<file path="config.mk">
export PLATFORM = sky130hd
export DESIGN_NAME = alu_mdu
export DESIGN_NICKNAME = d
export VERILOG_FILES = /design/src/rtl/alu_mdu.sv
export SDC_FILE = /design/constraint.sdc
export NUM_CORES = 2
export LEC_CHECK = 0
export BUFFER_PORTS_ARGS = -buffer_cell sky130_fd_sc_hd__buf_2
export CAP_MARGIN = 20
export CORE_MARGIN = 2
export CORE_UTILIZATION = 35
export DETAILED_ROUTE_END_ITERATION = 16
export PLACE_DENSITY = 0.55
export SYNTH_ARGS = -nofsm -noshare
export SYNTH_HDL_FRONTEND = slang
export SYNTH_SLANG_ARGS = --single-unit
export TNS_END_PERCENT = 5
</file>
<file path="constraint.sdc">
create_clock -name clk -period 7.25 [get_ports clk]
set_input_delay 0.3625 -clock clk [delete_from_list [all_inputs] [get_ports clk]]
set_output_delay 0.3625 -clock clk [all_outputs]
set_load 0.01 [all_outputs]
</file>
<file path="src/rtl/alu_mdu.sv">
// rtl/alu_mdu.sv - ALU with multi-cycle multiply/divide unit and HI/LO registers.
// Define ALU_MDU_DIV_EN to build the divider; without it div/divu are inert.
module alu_mdu #(
    parameter int WIDTH       = 32,
    parameter int MULT_CYCLES = 5,
    parameter int DIV_CYCLES  = 10
) (
    input  logic             clk,
    input  logic             reset,
    input  logic [5:0]       aluOp,
    input  logic [WIDTH-1:0] A,
    input  logic [WIDTH-1:0] B,
    input  logic             start,
    output logic [WIDTH-1:0] out,
    output logic             logicOutput,
    output logic             busy,
    output logic [WIDTH-1:0] hi,
    output logic [WIDTH-1:0] lo
);

    localparam int MAX_CYCLES = (MULT_CYCLES > DIV_CYCLES) ? MULT_CYCLES : DIV_CYCLES;
    localparam int CW         = $clog2(MAX_CYCLES + 1);

    typedef enum logic {
        ST_IDLE,
        ST_BUSY
    } state_t;

    state_t state, state_next;

    logic [CW-1:0]    cnt;
    logic [WIDTH-1:0] a_q, b_q;
    logic             op_div_q, op_signed_q;
    logic             launchable, launch, finish;
    logic [2*WIDTH-1:0] ext_a, ext_b, product, result;
    logic [WIDTH-1:0] div_q, div_r;

    always_comb begin
        launchable = (aluOp == 6'd8) || (aluOp == 6'd9);
`ifdef ALU_MDU_DIV_EN
        launchable = launchable || (aluOp == 6'd10) || (aluOp == 6'd11);
`endif
    end

    always_ff @(posedge clk) begin
        if (reset) state <= ST_IDLE;
        else       state <= state_next;
    end

    // Counter is loaded with latency-1 so completion lands on the latency-th edge after launch.
    always_comb begin
        state_next = state;
        launch     = 1'b0;
        finish     = 1'b0;
        case (state)
            ST_IDLE: begin
                if (start && launchable) begin
                    launch     = 1'b1;
                    state_next = ST_BUSY;
                end
            end
            ST_BUSY: begin
                if (cnt == '0) begin
                    finish     = 1'b1;
                    state_next = ST_IDLE;
                end
            end
            default: state_next = ST_IDLE;
        endcase
    end

    assign busy = (state == ST_BUSY);

    always_ff @(posedge clk) begin
        if (reset) begin
            cnt         <= '0;
            a_q         <= '0;
            b_q         <= '0;
            op_div_q    <= 1'b0;
            op_signed_q <= 1'b0;
            hi          <= '0;
            lo          <= '0;
        end else begin
            if (launch) begin
                a_q         <= A;
                b_q         <= B;
                op_div_q    <= aluOp[1];
                op_signed_q <= ~aluOp[0];
                cnt         <= aluOp[1] ? CW'(DIV_CYCLES - 1) : CW'(MULT_CYCLES - 1);
            end else if (busy && !finish) begin
                cnt <= cnt - CW'(1);
            end

            if (finish) begin
                hi <= result[2*WIDTH-1:WIDTH];
                lo <= result[WIDTH-1:0];
            end else if (!busy && aluOp == 6'd12) begin
                hi <= A;
            end else if (!busy && aluOp == 6'd13) begin
                lo <= A;
            end
        end
    end

    always_comb begin
        ext_a   = {{WIDTH{op_signed_q & a_q[WIDTH-1]}}, a_q};
        ext_b   = {{WIDTH{op_signed_q & b_q[WIDTH-1]}}, b_q};
        product = ext_a * ext_b;
    end

`ifdef ALU_MDU_DIV_EN
    logic             a_neg, b_neg;
    logic [WIDTH-1:0] a_mag, b_mag, b_safe, quot_mag, rem_mag;

    // Sign-magnitude division; most-negative / -1 wraps naturally to lo=most-negative, hi=0.
    always_comb begin
        a_neg    = op_signed_q & a_q[WIDTH-1];
        b_neg    = op_signed_q & b_q[WIDTH-1];
        a_mag    = a_neg ? -a_q : a_q;
        b_mag    = b_neg ? -b_q : b_q;
        b_safe   = (b_q == '0) ? WIDTH'(1) : b_mag;
        quot_mag = a_mag / b_safe;
        rem_mag  = a_mag % b_safe;
        if (b_q == '0) begin
            div_q = '1;
            div_r = a_q;
        end else begin
            div_q = (a_neg ^ b_neg) ? -quot_mag : quot_mag;
            div_r = a_neg ? -rem_mag : rem_mag;
        end
    end
`else
    assign div_q = '0;
    assign div_r = '0;
`endif

    assign result = op_div_q ? {div_r, div_q} : product;

    always_comb begin
        out         = '0;
        logicOutput = 1'b0;
        case (aluOp)
            6'd0:  out = A + B;
            6'd1:  out = A - B;
            6'd2:  out = A | B;
            6'd3:  out = {B[WIDTH/2-1:0], A[WIDTH/2-1:0]};
            6'd4:  logicOutput = (A == B);
            6'd5:  out = A & B;
            6'd6:  out = {{(WIDTH-1){1'b0}}, ($signed(A) < $signed(B))};
            6'd7:  out = {{(WIDTH-1){1'b0}}, (A < B)};
            6'd14: out = hi;
            6'd15: out = lo;
            default: out = '0;
        endcase
    end

endmodule

</file>
After elaboration in Yosys (flattened, before gate mapping)
Cells that the tools add are included. Widths: inputs -> output; s select.

Output and inout bits: 98. Memory bits (read-only): 0. Bits in latches: 0. Memories: 0. RAM bits: 0. Word-level logic and storage cells: 65. Flip-flop bits (word level): 135. Input bits: 73.

Bitwise gates (word level): 6. Equality and inequality tests: 15. Shifts and indexed selects: 0. Divide/modulo/power cells: 0. Mux-type cells: 17. Order comparisons: 2. Add/sub/neg operators: 3. Reductions and logical operators: 13. Multiply operators: 1.

Operator list (number): $pmux 32 s9 (1); $mux 32 (5); $lt 32x32->1 (2); $mul 33x33->64 (1); $mux 64 (1); $eq 6x4->1 const B (6); $add 32x32->32 (1); $and 32x32->32 (1); $eq 32x32->1 (1); $or 32x32->32 (1); $sub 32x32->32 (1); $eq 6x3->1 const B (4); $eq 6x2->1 const B (2); $mux 4 (3); $eq 6x1->1 const B (1); $logic_not 6->1 (1); $mux 1 (6); $reduce_bool 2->1 (3); $logic_and 1x1->1 (4); $logic_not 4->1 (1); $sub 4x1->4 const B (1); $and 1x1->1 (2); $logic_not 1->1 (2); $ne 2x2->1 const B (1); other kinds (4) (5).

Depth between registers and ports, before layout
Word-level depth: 7. Depth in mapped cells: 31. Depth with buffers taken out: 28.

Worst setup path before layout
OpenSTA, ideal clock, no wires.

Kind: register to register. Start: register a_q[31]. End: register hi[27]. Arrival time: 7.793 ns. Path buffers: 3. Stages on the path, launching flop included: 29. Clock period less this slack: 7.884 ns. Path slack: -0.634 ns. Required time: 7.159 ns. Cell sequence: dfxtp_1 -> clkbuf_1 -> and2_1 -> clkbuf_1 -> nand2_1 -> inv_1 -> fa_1 -> inv_1 -> fa_1 -> inv_1 -> fa_1 -> fa_1 -> inv_1 -> fa_1 -> inv_1 -> fa_1 -> inv_1 -> fa_1 -> fa_1 -> inv_1 -> ha_1 -> clkbuf_1 -> nand4_1 -> o21ai_0 -> o31ai_2 -> o31ai_1 -> mux2i_1 -> o21ai_0 -> a311oi_1.

Longest elaborated chain between the ends: 4.

RTL lines: start: declaration (RTL line 32) `logic [WIDTH-1:0] a_q, b_q;`; start signal: assignment (RTL line 77) `a_q <= '0;`; start signal: assignment (RTL line 85) `a_q <= A;`; $and 1x1->1 (RTL line 106) `ext_a = {{WIDTH{op_signed_q & a_q[WIDTH-1]}}, a_q};`; $mul 33x33->64 * (RTL line 108) `product = ext_a * ext_b;`; $mux 64 * (RTL line 137) `assign result = op_div_q ? {div_r, div_q} : product;`; $mux 32 * (RTL line 94) `if (finish) begin`; end signal: assignment (RTL line 95) `hi <= result[2*WIDTH-1:WIDTH];`; end: declaration (RTL line 17) `output logic [WIDTH-1:0] hi,`.

Every way passes the cells marked *; elsewhere a longest branch is shown, timed or not. A chain may end at the register's enable or synchronous reset.

Worst setup path after layout
Start: register a_q[11]. End: register hi[27].

Longest elaborated chain between the ends: 3.

RTL lines (RTL line): $mul 33x33->64 (108); $mux 64 (137); $mux 32 (94).

Every way passes these cells.

==> impl_metrics.json <==
{
  "status": "finished with violations",
  "violations": "negative setup slack",
  "cts_sinks": 135,
  "grt_antenna_before_repair": 8,
  "syn_avg_cell_area_um2": 8.63,
  "critPathMostFrequentCell": "fa_1",
  "syn-num-nets": 7125,
  "routed_wl_mm": 174,
  "irDropWorstVdd_mv": 0.197,
  "regToRegSetupSlack_ns": -0.44,
  "grtUsageMet3": 0.0320,
  "rsz0062_at_grt": "yes",
  "cp_max_fo": 7,
  "synthTopCellsByArea": "fa_1, inv_1, ha_1, nand2_1, dfxtp_1",
  "p_leak_nw": 28.2,
  "cts_buffers": 17,
  "dieArea_mm2": 0.141,
  "gp_congestion": 1.01,
  "grt_pass1_wl_mm": 266,
  "ys_async_sr_fraction": 0,
  "grt_usage": 0.249,
  "power_per_cell_area_mw_per_mm2": 40.3,
  "path_class": "flip-flop to flip-flop",
  "initial_core_util": 0.352,
  "yosys.area.top_type": "fa_1",
  "grt_overflow": 0,
  "cts.clk_slew.worst_paths_ns": 0.07,
  "setup_ws_ns": -0.440,
  "fp.dieW_um": 376,
  "ys_seq_elements": 135,
  "required_ns": 7.63,
  "synth_edf_count": 0,
  "drt-initial-drc-count": 3215,
  "synth_ff_type": "dfxtp_1",
  "hold_class": "input port to flip-flop",
  "final_cell_mix": "inv_1, fa_1, nand2_1",
  "dp_hpwl_mm": 144,
  "maxClockFrequency_ghz": 0.130,
  "rows": 136,
  "synth_cell_type_count": 74,
  "start_kind": "flip-flop",
  "routed_via_density": 5.17,
  "slowest_stage": "fa_1",
  "rr_worst_depth": 26,
  "ys.warnings.count": 0,
  "finalCriticalPeriod_ns": 7.69,
  "first_pass_iters": 8,
  "ff_latch_area_mm2": 0.00279,
  "use_met2": 0.420,
  "portBuffers": 170,
  "tightest_slew_ns": 1.12,
  "hold_buffers": 0,
  "final_common_cell": "inv_1",
  "slew_violations": 0,
  "p_total_mw": 2.32,
  "cpPeakStageDelay_ns": 0.58,
  "synth_top_area_frac": 0.466,
  "cts_root_buf": "clkbuf_16",
  "dp_slack_ns": -0.672,
  "use_met1": 0.326,
  "hold_viol_final": 0,
  "r2r_start": "a_q[11]",
  "worstSkewPairLatency_ns": 0.49,
  "fp.dieH_um": 376,
  "boundaryPins": 171,
  "endpoint": "hi[27]",
  "layout-drive-gt1-share": 0.174,
  "fin_worst_skew_ns": 0.0191,
  "maxCapViolCount": 0,
  "busiest_layer": "met2",
  "grt_max_degree": 70,
  "first_global_vias": 43100,
  "cp-startpoint": "a_q[11]",
  "route.detailed.drc": 0,
  "multi_input_area_mm2": 0.0407,
  "antenna_left": 0,
  "vias": 40600,
  "relSlewSlack": 0.247,
  "synth_cells": 5616,
  "routedWlPerCell_um": 22.1,
  "rr_endpoint": "hi[27]",
  "cp.arrival_ns": 8.07,
  "h-tree-depth": 4,
  "fin_nets": 7559,
  "seq_area_frac_synth": 0.0558,
  "synth_area_mm2": 0.0485,
  "cts_tree": "yes",
  "fill_cells": 13800,
  "synthToLayoutAreaGrowth_pct": 18.5,
  "setup_viol": 33,
  "cts.path.max_buffers": 2,
  "core_mm2": 0.137,
  "crit_path_end_kind": "flip-flop",
  "fin_crit_sh": 1.06
}
synthesized netlist by cell type, types with 11 or more instances:
library cell  number
xor2_1            19
o211ai_1          17
nor3_1            67
a31oi_1           21
a211oi_1          22
inv_1           1225
mux2i_1           16
or2_2             13
nor2_1           172
clkbuf_1         339
a222oi_1          26
a21o_1            68
a21oi_1          199
and2_1           347
dfxtp_1          135
a221oi_1          52
nand2b_1          15
o21a_1            16
nor4_1            13
nand3_1           30
o21ai_0           95
fa_1            1127
nand2_1          915
o21bai_1          26
ha_1             309
and3_1            30
o221ai_1          17
o22ai_1           24
nor2b_1           11
xnor2_1           56
nand4_1           23
mux2_2            27
repair_timing:
action	in CTS	in global routing
cloned	5	3
buffers inserted	28	10
endpoints found under the setup margin	41	44
gates resized for setup	169	65
endpoints found under the hold margin	0	0
pin swaps	77	56
how the worst min path moves through the flow:
stage          depth (start not counted)     from  slack [ns]       to
6_report                               3     A[6]        0.19   a_q[6]
5_1_grt                                3     A[6]        0.20   a_q[6]
2_1_floorplan                          2  b_q[14]        0.47  b_q[14]
3_5_place_dp                           2   a_q[7]        0.48   a_q[7]
4_1_cts                                3     A[6]        0.16   a_q[6]
3_3_place_gp                           2   a_q[8]        0.48   a_q[8]
per-stage QoR:
step | TNS, ns | util | cells | hold WS, ns | area (µm²)
after CTS | -7.50 | 0.415 | 7846 | 0.158 | 57100
after detailed placement | -17.87 | 0.403 | 7782 | 0.484 | 55400
final | -7.58 | 0.418 | 7860 | 0.194 | 57400
after global placement | -16.80 | 0.403 | 7782 | 0.479 | 55400
after global routing | -18.25 | 0.418 | 7857 | 0.197 | 57400
after floorplan | -1.02 | - | 5616 | 0.468 | 48800
where the power goes:
part | switching [mW] | internal [mW] | leakage [nW]
registers | 0.0180 | 0.746 | 1.11
clock network | 0.439 | 0.493 | 0.297
logic | 0.423 | 0.199 | 26.8
total | 0.879 | 1.44 | 28.2
critical path, delay by kind of cell (launching register included):
kind,cells,cell delay [ns]
simple gates,1,0.07
compound gates,9,2.14
buf+inv,6,0.56
flops,1,0.42
fa+ha+maj,9,4.22
mux,1,0.16
area by class of cell:
class / instances / area share
clock buffers: 17 / 0.00741
diodes: 3 / 0.000131
flip-flops and latches: 135 / 0.0486
multi-input cells: 3908 / 0.708
inverters: 1225 / 0.0802
clock inverters: 15 / 0.00303
well taps: 1794 / 0.0391
repair buffers: 763 / 0.113
per-layer routing:
metal | vias to the layer above | routed length, µm
met2 | 1323 | 84500
met5 | - | 12
met3 | 302 | 10400
met1 | 21100 | 71400
met4 | 2 | 7550
li1 | 17900 | -
state kept, by name (all words and copies together) (netlist names):
name         count
a_q             32
b_q             32
busy             1
cnt              4
hi              32
lo              32
op_div_q         1
op_signed_q      1
kinds of logic (layout without fill, tap and decap cells):
family | Yosys count | in the layout | synth area share
simple gates | 1680 | 1680 | 0.160
xor+xnor | 75 | 75 | 0.0136
buf+inv | 1573 | 2020 | 0.122
mux | 43 | 43 | 0.00958
other cells | 0 | 3 | 0
flops | 135 | 135 | 0.0558
compound gates | 674 | 674 | 0.0942
fa+ha+maj | 1436 | 1436 | 0.545
Note: power is estimated with default switching activity, not from simulation.
